## src/rtl/sreg_update_seq_pkg.sv

```systemverilog
// Shared definitions for the special-register write sequencer.
//   - register file indices (ZR, SP, LR, PC, CPSR)
//   - FSM state encoding
//   - CPSR flag field width (flags live in the top NZCV_W bits of CPSR)
package sreg_update_seq_pkg;

  localparam logic [2:0] REG_ZR   = 3'd0;
  localparam logic [2:0] REG_SP   = 3'd4;
  localparam logic [2:0] REG_LR   = 3'd5;
  localparam logic [2:0] REG_PC   = 3'd6;
  localparam logic [2:0] REG_CPSR = 3'd7;

  localparam int unsigned NZCV_W = 4;

  typedef enum logic [2:0] {
    S_IDLE    = 3'd0,
    S_FLAG_WR = 3'd1,
    S_BL_LR   = 3'd2,
    S_BL_PC   = 3'd3,
    S_SP_RD   = 3'd4,
    S_SP_WR   = 3'd5
  } state_t;

endpackage

```

## src/rtl/sreg_update_seq_if.sv

```systemverilog
// Bundle of request channels and register-file ports around the sequencer.
//   slave  : the sequencer side (takes requests, drives the register file)
//   master : the execute stage / register file side
interface sreg_update_seq_if #(
  parameter int unsigned DATA_W = 32
);
  // flag update channel
  logic              flag_valid;
  logic              flag_ready;
  logic [3:0]        flag_nzcv;
  logic [DATA_W-1:0] cpsr_cur;
  // branch-and-link channel
  logic              bl_valid;
  logic              bl_ready;
  logic [DATA_W-1:0] bl_target;
  logic [DATA_W-1:0] pc_cur;
  // stack adjust channel
  logic              sp_valid;
  logic              sp_ready;
  logic              sp_push;
  // register file ports
  logic [2:0]        rd_addr;
  logic [DATA_W-1:0] rd_data;
  logic              wr_en;
  logic [2:0]        wr_addr;
  logic [DATA_W-1:0] wr_data;
  // memory side and status
  logic              sp_mem_valid;
  logic [DATA_W-1:0] sp_mem_addr;
  logic              sp_wrap;
  logic              busy;

  modport slave (
    input  flag_valid, flag_nzcv, cpsr_cur,
    input  bl_valid, bl_target, pc_cur,
    input  sp_valid, sp_push,
    input  rd_data,
    output flag_ready, bl_ready, sp_ready,
    output rd_addr, wr_en, wr_addr, wr_data,
    output sp_mem_valid, sp_mem_addr, sp_wrap, busy
  );

  modport master (
    output flag_valid, flag_nzcv, cpsr_cur,
    output bl_valid, bl_target, pc_cur,
    output sp_valid, sp_push,
    output rd_data,
    input  flag_ready, bl_ready, sp_ready,
    input  rd_addr, wr_en, wr_addr, wr_data,
    input  sp_mem_valid, sp_mem_addr, sp_wrap, busy
  );

endinterface

```

## src/rtl/sreg_req_arbiter.sv

```systemverilog
// Fixed-priority request arbiter: BL > SP > FLAG, only while idle.
// Purely combinational; at most one grant is high.
//   idle       in  : sequencer can accept a request this cycle
//   *_valid    in  : request lines
//   *_ready    out : grant / accept strobes
module sreg_req_arbiter (
  input  logic idle,
  input  logic bl_valid,
  input  logic sp_valid,
  input  logic flag_valid,
  output logic bl_ready,
  output logic sp_ready,
  output logic flag_ready
);

  always_comb begin
    bl_ready   = idle & bl_valid;
    sp_ready   = idle & ~bl_valid & sp_valid;
    flag_ready = idle & ~bl_valid & ~sp_valid & flag_valid;
  end

endmodule

```

## src/rtl/sreg_update_seq.sv

```systemverilog
// Write-side sequencer for the special register file (ZR, SP, LR, PC, CPSR).
// Serialises flag updates, branch-and-link and stack adjusts onto the single
// write port, using the single read port to fetch SP.
//   clk, reset_n : clock, synchronous active-low reset
//   bus          : request channels, register file ports, SP memory address,
//                  wrap pulse and busy status (see sreg_update_seq_if)
module sreg_update_seq
  import sreg_update_seq_pkg::*;
#(
  parameter int unsigned DATA_W  = 32,
  parameter int unsigned PC_STEP = 4,
  parameter int unsigned SP_STEP = 4
) (
  input  logic                clk,
  input  logic                reset_n,
  sreg_update_seq_if.slave    bus
);

  localparam logic [DATA_W-1:0] PC_INC = DATA_W'(PC_STEP);
  localparam logic [DATA_W-1:0] SP_INC = DATA_W'(SP_STEP);

  state_t                    state_q, state_d;
  logic [NZCV_W-1:0]         nzcv_q, nzcv_d;
  logic [DATA_W-NZCV_W-1:0]  cpsr_lo_q, cpsr_lo_d;
  logic [DATA_W-1:0]         target_q, target_d;
  logic [DATA_W-1:0]         pc_q, pc_d;
  logic                      push_q, push_d;
  logic [DATA_W-1:0]         sp_old_q, sp_old_d;

  logic                      bl_gnt, sp_gnt, flag_gnt;
  logic                      idle;
  logic [DATA_W:0]           sp_sum;

  // Holding off grants while reset is asserted keeps an accept from being
  // signalled on an edge that will discard it.
  assign idle = (state_q == S_IDLE) && reset_n;

  sreg_req_arbiter u_arb (
    .idle       (idle),
    .bl_valid   (bus.bl_valid),
    .sp_valid   (bus.sp_valid),
    .flag_valid (bus.flag_valid),
    .bl_ready   (bl_gnt),
    .sp_ready   (sp_gnt),
    .flag_ready (flag_gnt)
  );

  assign bus.bl_ready   = bl_gnt;
  assign bus.sp_ready   = sp_gnt;
  assign bus.flag_ready = flag_gnt;
  assign bus.busy       = (state_q != S_IDLE);

  // One extra MSB: carry out on pop, borrow on push.
  always_comb begin
    if (push_q) sp_sum = {1'b0, sp_old_q} - {1'b0, SP_INC};
    else        sp_sum = {1'b0, sp_old_q} + {1'b0, SP_INC};
  end

  always_comb begin
    state_d   = state_q;
    nzcv_d    = nzcv_q;
    cpsr_lo_d = cpsr_lo_q;
    target_d  = target_q;
    pc_d      = pc_q;
    push_d    = push_q;
    sp_old_d  = sp_old_q;

    bus.rd_addr      = '0;
    bus.wr_en        = 1'b0;
    bus.wr_addr      = '0;
    bus.wr_data      = '0;
    bus.sp_mem_valid = 1'b0;
    bus.sp_mem_addr  = '0;
    bus.sp_wrap      = 1'b0;

    unique case (state_q)
      S_IDLE: begin
        if (bl_gnt) begin
          target_d = bus.bl_target;
          pc_d     = bus.pc_cur;
          state_d  = S_BL_LR;
        end else if (sp_gnt) begin
          push_d   = bus.sp_push;
          state_d  = S_SP_RD;
        end else if (flag_gnt) begin
          nzcv_d    = bus.flag_nzcv;
          cpsr_lo_d = bus.cpsr_cur[DATA_W-NZCV_W-1:0];
          state_d   = S_FLAG_WR;
        end
      end
      S_FLAG_WR: begin
        bus.wr_en   = 1'b1;
        bus.wr_addr = REG_CPSR;
        bus.wr_data = {nzcv_q, cpsr_lo_q};
        state_d     = S_IDLE;
      end
      S_BL_LR: begin
        bus.wr_en   = 1'b1;
        bus.wr_addr = REG_LR;
        bus.wr_data = pc_q + PC_INC;
        state_d     = S_BL_PC;
      end
      S_BL_PC: begin
        bus.wr_en   = 1'b1;
        bus.wr_addr = REG_PC;
        bus.wr_data = target_q;
        state_d     = S_IDLE;
      end
      S_SP_RD: begin
        bus.rd_addr = REG_SP;
        sp_old_d    = bus.rd_data;
        state_d     = S_SP_WR;
      end
      S_SP_WR: begin
        bus.wr_en        = 1'b1;
        bus.wr_addr      = REG_SP;
        bus.wr_data      = sp_sum[DATA_W-1:0];
        bus.sp_mem_valid = 1'b1;
        bus.sp_mem_addr  = push_q ? sp_sum[DATA_W-1:0] : sp_old_q;
        bus.sp_wrap      = sp_sum[DATA_W];
        state_d          = S_IDLE;
      end
      default: state_d = S_IDLE;
    endcase
  end

  always_ff @(posedge clk) begin
    if (!reset_n) begin
      state_q   <= S_IDLE;
      nzcv_q    <= '0;
      cpsr_lo_q <= '0;
      target_q  <= '0;
      pc_q      <= '0;
      push_q    <= 1'b0;
      sp_old_q  <= '0;
    end else begin
      state_q   <= state_d;
      nzcv_q    <= nzcv_d;
      cpsr_lo_q <= cpsr_lo_d;
      target_q  <= target_d;
      pc_q      <= pc_d;
      push_q    <= push_d;
      sp_old_q  <= sp_old_d;
    end
  end

endmodule
```

## src/flat_wrapper.sv

```systemverilog
// flat-port wrapper written by rule: the top's interface ports become plain ports
module sreg_update_seq_flat import sreg_update_seq_pkg::*;
#(
  parameter int unsigned DATA_W  = 32,
  parameter int unsigned PC_STEP = 4,
  parameter int unsigned SP_STEP = 4
)
  (clk, reset_n, bus_flag_valid, bus_flag_nzcv, bus_cpsr_cur, bus_bl_valid, bus_bl_target, bus_pc_cur, bus_sp_valid, bus_sp_push, bus_rd_data, bus_flag_ready, bus_bl_ready, bus_sp_ready, bus_rd_addr, bus_wr_en, bus_wr_addr, bus_wr_data, bus_sp_mem_valid, bus_sp_mem_addr, bus_sp_wrap, bus_busy);
  sreg_update_seq_if #(.DATA_W(DATA_W)) bus_i ();
  input  logic clk;
  input  logic reset_n;
  input wire logic [$bits(bus_i.flag_valid)-1:0] bus_flag_valid;
  input wire logic [$bits(bus_i.flag_nzcv)-1:0] bus_flag_nzcv;
  input wire logic [$bits(bus_i.cpsr_cur)-1:0] bus_cpsr_cur;
  input wire logic [$bits(bus_i.bl_valid)-1:0] bus_bl_valid;
  input wire logic [$bits(bus_i.bl_target)-1:0] bus_bl_target;
  input wire logic [$bits(bus_i.pc_cur)-1:0] bus_pc_cur;
  input wire logic [$bits(bus_i.sp_valid)-1:0] bus_sp_valid;
  input wire logic [$bits(bus_i.sp_push)-1:0] bus_sp_push;
  input wire logic [$bits(bus_i.rd_data)-1:0] bus_rd_data;
  output wire logic [$bits(bus_i.flag_ready)-1:0] bus_flag_ready;
  output wire logic [$bits(bus_i.bl_ready)-1:0] bus_bl_ready;
  output wire logic [$bits(bus_i.sp_ready)-1:0] bus_sp_ready;
  output wire logic [$bits(bus_i.rd_addr)-1:0] bus_rd_addr;
  output wire logic [$bits(bus_i.wr_en)-1:0] bus_wr_en;
  output wire logic [$bits(bus_i.wr_addr)-1:0] bus_wr_addr;
  output wire logic [$bits(bus_i.wr_data)-1:0] bus_wr_data;
  output wire logic [$bits(bus_i.sp_mem_valid)-1:0] bus_sp_mem_valid;
  output wire logic [$bits(bus_i.sp_mem_addr)-1:0] bus_sp_mem_addr;
  output wire logic [$bits(bus_i.sp_wrap)-1:0] bus_sp_wrap;
  output wire logic [$bits(bus_i.busy)-1:0] bus_busy;
  assign bus_i.flag_valid = bus_flag_valid;
  assign bus_i.flag_nzcv = bus_flag_nzcv;
  assign bus_i.cpsr_cur = bus_cpsr_cur;
  assign bus_i.bl_valid = bus_bl_valid;
  assign bus_i.bl_target = bus_bl_target;
  assign bus_i.pc_cur = bus_pc_cur;
  assign bus_i.sp_valid = bus_sp_valid;
  assign bus_i.sp_push = bus_sp_push;
  assign bus_i.rd_data = bus_rd_data;
  assign bus_flag_ready = bus_i.flag_ready;
  assign bus_bl_ready = bus_i.bl_ready;
  assign bus_sp_ready = bus_i.sp_ready;
  assign bus_rd_addr = bus_i.rd_addr;
  assign bus_wr_en = bus_i.wr_en;
  assign bus_wr_addr = bus_i.wr_addr;
  assign bus_wr_data = bus_i.wr_data;
  assign bus_sp_mem_valid = bus_i.sp_mem_valid;
  assign bus_sp_mem_addr = bus_i.sp_mem_addr;
  assign bus_sp_wrap = bus_i.sp_wrap;
  assign bus_busy = bus_i.busy;
  sreg_update_seq #(.DATA_W(DATA_W), .PC_STEP(PC_STEP), .SP_STEP(SP_STEP)) u_core (.clk(clk), .reset_n(reset_n), .bus(bus_i));
endmodule
```

## config.mk

```make
export PLATFORM = sky130hd
export DESIGN_NAME = sreg_update_seq_flat
export DESIGN_NICKNAME = d
export VERILOG_FILES = /design/src/rtl/sreg_update_seq_pkg.sv /design/src/rtl/sreg_update_seq_if.sv /design/src/rtl/sreg_req_arbiter.sv /design/src/rtl/sreg_update_seq.sv /design/src/flat_wrapper.sv
export SDC_FILE = /design/constraint.sdc
export NUM_CORES = 1
export LEC_CHECK = 0
export CELL_PAD_IN_SITES_DETAIL_PLACEMENT = 0
export CELL_PAD_IN_SITES_GLOBAL_PLACEMENT = 1
export CORE_MARGIN = 10
export CORE_UTILIZATION = 32
export DETAILED_ROUTE_END_ITERATION = 12
export PLACE_DENSITY_LB_ADDON = 0.1
export SYNTH_ARGS = -nofsm -noshare
export SYNTH_HDL_FRONTEND = slang
export SYNTH_SLANG_ARGS = --single-unit
```

## constraint.sdc

```tcl
create_clock -name clk -period 4.25 [get_ports clk]
set_clock_uncertainty 0.1 [all_clocks]
set_input_delay 0.85 -clock clk [delete_from_list [all_inputs] [get_ports clk]]
set_output_delay 0.85 -clock clk [all_outputs]
set_load 0.05 [all_outputs]
```

=== Word level (Yosys, flattened, before mapping) ===
Index checks and enable logic that the tools add are counted.

* Register bits after elaboration: 132
* Output and inout port bits: 77
* Word-level logic and storage cells: 45

* Add/sub/neg operators: 3
* Equality and inequality tests: 6
* Multiplexer cells: 13
* Bitwise operators: 9
* Reduce and logical (&&, ||, !) cells: 7

{| class="wikitable"
|+ Operators by type and width
! operator !! number
|-
| case mux 32 bit (4 select lines) || 1
|-
| 2-to-1 mux 32 bit || 2
|-
| adder 32 x 3 -> 33 bit, second input constant || 1
|-
| 2-to-1 mux 33 bit || 1
|-
| subtractor 32 x 3 -> 33 bit, second input constant || 1
|-
| adder 32 x 3 -> 32 bit, second input constant || 1
|-
| 2-to-1 mux 3 bit || 4
|-
| case mux 3 bit (4 select lines) || 1
|-
| case mux 3 bit (3 select lines) || 1
|-
| equality test 3 x 2 -> 1 bit, second input constant || 2
|-
| equality test 3 bit, second input constant || 2
|-
| bitwise AND 1 bit || 5
|-
| inequality test 4 bit, second input constant || 1
|-
| inverter 1 bit || 4
|-
| AND reduction 4 bit || 1
|-
| OR reduction 4 bit || 1
|-
| equality test 3 x 1 -> 1 bit, second input constant || 1
|-
| logical NOT 3 bit || 1
|-
| 2-to-1 mux 1 bit || 3
|-
| AND reduction 3 bit || 1
|-
| nonzero test 3 bit || 1
|-
| AND reduction 2 bit || 1
|-
| logical AND 1 bit || 1
|}

=== Depth between registers and ports, before layout ===
Gate-level depths: netlist of the first run.

* Word-level depth: 9
* Depth in mapped cells: 12

=== By module ===
Synthesis of the first run repeated with hierarchy kept, for this count alone.

* Cell total of the unflattened synthesis: 1142
* Area total of the unflattened synthesis: 8613.3 um^2

{| class="wikitable"
|+ Modules (own cells, without submodules)
! module !! times used !! cells each !! area each (um^2)
|-
| sreg_update_seq || 1 || 1139 || 8583.2
|-
| sreg_req_arbiter || 1 || 3 || 30.0
|}

=== Least setup slack after synthesis of the first run ===
No wires, ideal clock.

* Path kind: flip-flop to output port
* Start point: register u_core.push_q
* End point: output bus_wr_data[26]
* Data arrival time: 4.122 ns
* Slack: -0.822 ns
* Stages on the path, launching flop included: 13
* Path buffers: 3
* Cells stage by stage: dfxtp_1 > clkbuf_1 > inv_1 > clkbuf_1 > clkbuf_1 > fa_1 > nor2b_1 > o2111ai_1 > a21oi_1 > o21ai_1 > a21oi_1 > nor3_1 > o31ai_1

* Word-level cells in the longest chain between the ends: 2

{| class="wikitable"
|+ Ends and longest elaborated chain
! item !! RTL line !! text
|-
| from (decl) || sreg_update_seq.sv:27 || <nowiki>logic push_q, push_d;</nowiki>
|-
| from (signal assigned) || sreg_update_seq.sv:142 || <nowiki>push_q <= push_d;</nowiki>
|-
| 2-to-1 mux 33 bit || sreg_update_seq.sv:55 || <nowiki>if (push_q) sp_sum = {1'b0, sp_old_q} - {1'b0, SP_INC};</nowiki>
|-
| case mux 32 bit (4 select lines) || sreg_update_seq.sv:76 || <nowiki>unique case (state_q)</nowiki>
|-
| to (decl) || flat_wrapper.sv:27 || <nowiki>output wire logic [$bits(bus_i.wr_data)-1:0] bus_wr_data;</nowiki>
|}

Every way passes these cells.

=== Worst setup path in the final report of the first run ===
* Start point: register u_core.push_q
* End point: output bus_sp_mem_addr[30]

* Word-level cells in the longest chain between the ends: 3

{| class="wikitable"
|+ Ends and longest elaborated chain
! item !! RTL line !! text
|-
| 2-to-1 mux 33 bit || sreg_update_seq.sv:55 ||
|-
| 2-to-1 mux 32 bit (*) || sreg_update_seq.sv:119 || <nowiki>bus.sp_mem_addr = push_q ? sp_sum[DATA_W-1:0] : sp_old_q;</nowiki>
|-
| 2-to-1 mux 32 bit (*) || sreg_update_seq.sv:76 ||
|-
| to (decl) || flat_wrapper.sv:29 || <nowiki>output wire logic [$bits(bus_i.sp_mem_addr)-1:0] bus_sp_mem_addr;</nowiki>
|}

Mark *: on every way between the ends. The rest lies on a longest branch, timed or not.

==> results of run 1 <==
## registers in the layout, indices dropped and copies added, names as in the netlist
name	cells
u_core.pc_q	32
u_core.cpsr_lo_q	28
u_core.nzcv_q	4
u_core.target_q	32
u_core.push_q	1
u_core.state_q	3
u_core.sp_old_q	32
## cell type report
cell class                      count  area, sq um
Clock buffer                       17          425
Clock inverter                     14          189
Fill cell                        2650        13700
Inverter                           20         75.1
Multi-Input combinational cell    941         5530
Sequential cell                   132         2650
Tap cell                          335          419
Timing Repair Buffer              244         2890
## layer usage
metal / GRT usage (%) / up-vias
met4: 4.13 / 0
met3: 4.21 / 29
met5: 0 / -
met2: 35.3 / 206
met1: 24.8 / 4182
li1: - / 4450
## cells in the mapped netlist (5+ instances only)
master	instances	area [sq um]
a22oi_1	8	60.1
or3_1	8	50.1
nor3_1	13	65.1
ha_1	30	375
dfxtp_1	132	2640
mux2_2	6	67.6
o21bai_1	6	45.0
inv_1	17	63.8
nand3_1	34	170
mux2i_1	30	300
nor2_1	44	165
o21a_1	13	97.6
o21ai_1	16	80.1
nand4_1	18	113
o21ai_0	84	420
o221ai_1	14	123
clkbuf_1	67	251
xnor2_1	39	342
buf_2	8	40.0
a21oi_1	112	561
nand2_1	340	1280
o22ai_1	13	81.3
buf_1	5	18.8
nor2b_1	6	37.5
a21o_1	5	37.5
and3_1	15	93.8
xor2_1	11	96.3
## per-stage QoR
| step | util (%) | TNS, ps | area (sq um) | setup slack (ps) |
|---|---|---|---|---|
| finish | 47.0 | 0 | 12200 | 59.7 |
| CTS | 46.5 | 0 | 12000 | 38.5 |
| detailed placement | 44.1 | 0 | 11400 | 370 |
| global placement | 44.1 | 0 | 11400 | 310 |
| floorplan | - | 0 | 8460 | 37.1 |
| global route | 47.0 | -134 | 12200 | -47.3 |
## how the worst min path moves through the flow
stage | end | cells past startpoint
6_report | u_core.cpsr_lo_q[16]$_SDFFE_PN0P_ | 2
2_1_floorplan | u_core.sp_old_q[0]$_SDFFE_PN0P_ | 2
5_1_grt | u_core.nzcv_q[2]$_SDFFE_PN0P_ | 2
3_5_place_dp | u_core.cpsr_lo_q[17]$_SDFFE_PN0P_ | 2
4_1_cts | u_core.nzcv_q[2]$_SDFFE_PN0P_ | 2
3_3_place_gp | u_core.cpsr_lo_q[1]$_SDFFE_PN0P_ | 2
## worst max-delay path, cell delays in order, from the launching register on
cell and delay (ps):
dfxtp_4 420, buf_4 210, ha_2 460, nand4_1 260, or4b_1 590, o21ai_1 180
mux2_1 340, o221ai_1 160, buf_12 200
## cell families after synthesis
| family | count (synthesis) |
|---|---|
| simple gates | 510 |
| compound gates | 311 |
| flops | 132 |
| buf+inv | 103 |
| xor+xnor | 50 |
| mux | 37 |
| fa+ha+maj | 31 |
| other cells | 1 |
## power groups by stage
stage | registers (mW) | logic (mW) | clock network, mW
6_report | 1.38 | 0.652 | 1.60
2_1_floorplan | 1.38 | 0.353 | 0
4_1_cts | 1.37 | 0.651 | 1.63
3_3_place_gp | 1.40 | 0.646 | 0
3_5_place_dp | 1.40 | 0.648 | 0
5_1_grt | 1.39 | 0.702 | 1.69
## repair_timing
action                                  CTS  global route
setup buffers                             0             3
resized for setup                         2            23
pin swaps                                 0             3
endpoints found under the setup margin   10            24
hold buffers                              0             0
==> results by group, run 1 <==
Outcome
  • Outcome: complete, no violations

Pwr
  • Final Power: 3.63 mW
  • Sw Share: 30.1%
  • Logic pwr share: 18.0%
  • Internal power: 2.54 mW
  • Seq pwr share: 37.9%
  • Clock power frac: 44.1%
  • Switching pwr: 1.09 mW
  • LEAKAGE: 4.29 nW
  • VDD IR max: 0.000206 V
  • Power Density: 298 nW/um^2

Finish
  • Layout Nets: 1525
  • Ant diodes: 0
  • Commonest non-fill, non-tap cell in the layout: nand2_1
  • Share of cells above drive strength 1: 14.0%
  • Area Growth Syn to Fin: 45.5%
  • Most frequent cells in the layout: nand2_1 (339), clkdlybuf4s50_1 (143), dfxtp_1 (130)
  • Fin cells: 1703

CTS
  • Htree depth: 4
  • Clock Path Buffers: 2
  • Clock Pin Slew Worst Setup and Hold Paths: 70 ps
  • Num CTS Buffers: 17
  • Worst-Skew Late Latency: 430 ps
  • CTS tree: yes
  • Clock Sinks: 132
  • Clock root cell: clkbuf_16

Global route
  • Vias in the first global route: 8810
  • Total grt overflow: 0
  • Initial antenna violation count: 0
  • GRT Overall Usage: 20.1%
  • Largest net degree at the start of global routing: 111
  • Global-route wire length before repair: 52400 microns

Placed design
  • RePlAce Congestion: 0.852
  • # port buffers: 208
  • Post-Place Cells: 1669
  • DP Wirelength: 26600 microns

STA
  • Max_slew headroom: 34.5%
  • Hold Fails Final Rpt: 0
  • Endpoints failing setup: 0
  • Min Hold Slack: 354 ps
  • Max Slew Vio Count: 0
  • Fin crit period: 4190 ps
  • Worst-margin pin slew: 983 ps
  • Tcrit/Tclk final: 98.6%
  • Max Clk Rate: 239 MHz
  • RSZ-0062 raised after global routing: true

Floorplan
  • Initial Util: 32.3%
  • Die X: 182 microns
  • Row count: 59
  • Core area: 25900 sq um
  • Die area: 33000 sq um
  • Die span in y: 182 microns
  • # IOs: 215

Route
  • DRT Pass-1 Iters: 7
  • Met3 Wirelength: 1610 microns
  • Post-DRT Antenna Nets: 0
  • Highest Signal Layer: met4
  • Vias per cell: 5.21
  • Via count: 8867
  • Routed WL: 34700 microns
  • DRT iter0 DRCs: 531
  • Metal-1 WL: 15200 microns
  • DR WL/cell: 20.4 microns
  • DRC viols: 0
  • Met2 routed WL: 17400 microns

Setup path
  • RR Startpoint: u_core.state_q[2]$_SDFFE_PN0P_
  • Critical path launch point: u_core.push_q$_SDFFE_PN0P_
  • Worst reg2reg endpoint: u_core.target_q[25]$_SDFFE_PN0P_
  • CP Data Required Time: 3300 ps
  • Worst reg-to-reg setup slack: 1540 ps
  • CP Launch Type: flip-flop
  • Path depth of the worst reg2reg path: 5
  • Worst setup EP type: output port
  • Worst path arrival time: 3240 ps
  • Critical path class: flip-flop to output port
  • Critical-path maximum fanout: 14
  • Crit path capture: bus_sp_mem_addr[30]

Yosys
  • Yosys reg bits: 132
  • Post-synthesis mux area share: 4.53%
  • Post-synthesis compound-gate area fraction: 22.3%
  • Synth Warn #: 0
  • Sequential fraction of the synthesis area: 31.6%
  • EDFF count, synth: 0
  • Post-synth ARST share: 0%
  • Synth Area in Adders: 4.73%
  • Cells after synthesis: 1175
  • Yosys cell types: 70
  • Syn Area/Cell: 7.12 sq um
  • Largest family of logic cells by synthesized area: simple AND/OR/NAND/NOR gates
  • Synth Area in Simple Gates: 26.7%
  • Xor and xnor area share after synthesis: 5.23%
  • Post-synth top flop: dfxtp_1
  • Cell area after synthesis: 8370 sq um

Run
  • # Max-Cap Violations: 0

Worst hold path
  • Hold Path Origin: u_core.cpsr_lo_q[16]$_SDFFE_PN0P_
  • HP Class: flip-flop to flip-flop
(Power assumes the default switching activity.)
==> run 2, diff against run 1 <==
Settings changed: ABC_AREA from default to 0.
==> results of run 2 <==
Same layout as run 1: the final DEF is identical, and so are final timing and power.
==> run 3, diff against run 2 <==
Settings changed: ABC_AREA 0 to default, REMOVE_ABC_BUFFERS from default to 1.
==> run 3 against run 2 <==
Against the previous run: sequential power about the same; power down 4.2%; hold slack worse by 0.62 ps; cell area down 0.36%; maximum frequency up 2.1%; critical endpoint is now bus_sp_mem_addr[29]; largest power group unchanged; highest routed layer unchanged.
==> results by group, run 3 (same netlist as run 1, synthesis figures left out) <==
Outcome
  • Outcome: complete, no violations

Floorplan
  • Row count: 59 (unchanged)
  • Die X: 182 microns (unchanged)
  • # IOs: 215 (unchanged)
  • Die span in y: 182 microns (unchanged)
  • Die area: 33000 sq um (unchanged)
  • Initial Util: 32.3% (unchanged)
  • Core area: 25900 sq um (unchanged)

Route
  • DRC viols: 0 (unchanged)
  • Routed WL: 32900 microns (-5.1%)
  • Highest Signal Layer: met4
  • DRT Pass-1 Iters: 5 (-2)
  • Met3 Wirelength: 1290 microns (-20%)
  • Metal-1 WL: 15300 microns (+0.15%)
  • Vias per cell: 5.06 (-2.8%)
  • Met2 routed WL: 15800 microns (-9.2%)
  • DRT iter0 DRCs: 535 (+0.75%)
  • DR WL/cell: 19.4 microns (-4.8%)
  • Post-DRT Antenna Nets: 0 (unchanged)
  • Via count: 8590 (-3.1%)

Setup path
  • Critical-path maximum fanout: 13 (-1)
  • Worst reg-to-reg setup slack: 1780 ps (+240 ps)
  • CP peak stage delay: 450 ps (-140 ps)
  • Worst setup EP type: output port
  • Path depth of the worst reg2reg path: 4 (-1)
  • CP Data Required Time: 3300 ps (about the same)
  • Worst reg2reg endpoint: u_core.pc_q[23]$_SDFFE_PN0P_
  • Critical path class: flip-flop to output port
  • CP Launch Type: flip-flop
  • Cell mode on critical path: buf_4
  • Worst path arrival time: 3150 ps (-90 ps)
  • RR Startpoint: u_core.state_q[2]$_SDFFE_PN0P_
  • Worst-path cell chain: buf_4, ha_2, nand2_1, nor4_2, and3_1, a221oi_2, buf_4, or4_1, nand3_1, buf_12
  • Worst path slowest cell: ha_2

Finish
  • Fillcell total: 2614 (-1.4%)
  • Area of the multi-input gates: 5480 sq um (-0.81%)
  • Share of cells above drive strength 1: 13.1% (-0.89 points)
  • Fin cells: 1698 (-0.29%)
  • Layout Nets: 1518 (-0.46%)
  • Reg area: 2650 sq um (about the same)
  • Area Growth Syn to Fin: 44.9%
  • Post-layout util: 46.8% (-0.17 points)
  • Most frequent cells in the layout: nand2_1 (339), clkdlybuf4s50_1 (143), dfxtp_1 (129)
  • Commonest non-fill, non-tap cell in the layout: nand2_1
  • Largest regs: u_core.pc_q: 32 flops, u_core.sp_old_q: 32 flops, u_core.target_q: 32 flops

Global route
  • Initial antenna violation count: 1 (+1)
  • Global-route wire length before repair: 51000 microns (-2.7%)
  • GRT Overall Usage: 19.5% (-0.66 points)
  • Largest net degree at the start of global routing: 91 (-18%)
  • Total grt overflow: 0 (unchanged)
  • Vias in the first global route: 8725 (-0.96%)

STA
  • Hold Fails Final Rpt: 0 (unchanged)
  • Fin crit period: 4100 ps (-86.0 ps)
  • Max Slew Vio Count: 0 (unchanged)
  • Min Hold Slack: 353 ps (-0.616 ps)
  • TNS Setup: 0 ps (unchanged)
  • Worst-margin pin slew: 830 ps (-153 ps)
  • Max_slew headroom: 44.6% (+10 points)
  • Endpoints failing setup: 0 (unchanged)
  • Tcrit/Tclk final: 96.6% (-2.0 points)
  • Max Clk Rate: 244 MHz (+2.1%)

Worst hold path
  • Hold Path Origin: u_core.cpsr_lo_q[16]$_SDFFE_PN0P_
  • Hold path cells: 2 (unchanged)
  • Hold Crit Endpoint: u_core.cpsr_lo_q[16]$_SDFFE_PN0P_
  • HP Class: flip-flop to flip-flop

Placed design
  • # port buffers: 208 (unchanged)
  • RePlAce Congestion: 0.898 (+5.5%)
  • DP Wirelength: 24700 microns (-6.9%)
  • Post-Place Cells: 1662 (-0.42%)

Pwr
  • VDD IR max: 0.000199 V (-3.6%)
  • LEAKAGE: 4.22 nW (-1.6%)
  • Power Density: 287 nW/um^2 (-3.9%)

CTS
  • Clock Path Buffers: 2 (unchanged)
  • Clock Pin Slew Worst Setup and Hold Paths: 70 ps (about the same)
  • CTS tree: yes
  • Worst-Skew Late Latency: 430 ps (about the same)
  • Clock root cell: clkbuf_16
  • Htree depth: 4 (unchanged)
  • Clock Sinks: 132 (unchanged)
  • Num CTS Buffers: 17 (unchanged)
  • Cts hold-fix bufs: 0 (unchanged)

Run
  • # Max-Cap Violations: 0 (unchanged)
-- run 3: timing repair --
action	CTS	global route
setup endpoints to repair	12	27
endpoints found under the hold margin	0	0
buffers inserted	3	0
gates resized for setup	6	28
pin swaps	2	7
-- run 3: per-layer routing --
layer	vias up	track usage [%]
li1	4447	-
met1	3947	24.5
met2	171	33.0
met3	25	3.82
met4	0	5.37
met5	-	0
-- run 3: worst max path at each step --
stage / startpoint / endpoint / slack (ps) / depth (start not counted)
after floorplan: u_core.push_q$_SDFFE_PN0P_ / bus_wr_data[26] / -1470 / 9
after global placement: u_core.push_q$_SDFFE_PN0P_ / bus_wr_data[26] / 290 / 10
after detailed placement: u_core.push_q$_SDFFE_PN0P_ / bus_wr_data[26] / 260 / 10
after CTS: u_core.push_q$_SDFFE_PN0P_ / bus_sp_mem_addr[31] / -30 / 10
after global routing: u_core.sp_old_q[3]$_SDFFE_PN0P_ / bus_wr_data[26] / -10 / 10
final: u_core.push_q$_SDFFE_PN0P_ / bus_sp_mem_addr[29] / 150 / 10
-- run 3: cell type report --
cell class	instances	share of cell area, %
antenna	1	0.0206
clock buffer	18	3.62
clock inverter	14	1.10
inverter	20	0.619
multi-input combinational	941	45.2
sequential	132	21.8
tap	335	3.46
timing repair buffer	237	24.1
-- run 3: critical path: cells and delay by family, from the launching register on --
family	cells	cell delay, ps
simple gates	5	1290
buf+inv	3	510
fa+ha+maj	1	450
flops	1	390
compound gates	1	90
-- run 3: report_power, final --
| group | switching, mW | internal [mW] | leakage [nW] | total (mW) |
|---|---|---|---|---|
| Clock | 0.674 | 0.791 | 0.273 | 1.47 |
| Combinational | 0.360 | 0.286 | 2.87 | 0.646 |
| Sequential | 0.0601 | 1.31 | 1.08 | 1.37 |
| Total | 1.09 | 2.38 | 4.22 | 3.48 |
-- run 3: through the flow --
stage	setup slack [ps]	power [mW]	area, sq um
6_report	146	3.48	12100
5_1_grt	-11.3	3.63	12100
4_1_cts	-32.1	3.52	12000
3_5_place_dp	261	2.04	11400
3_3_place_gp	292	2.04	11400
2_1_floorplan	-1470	1.70	8040
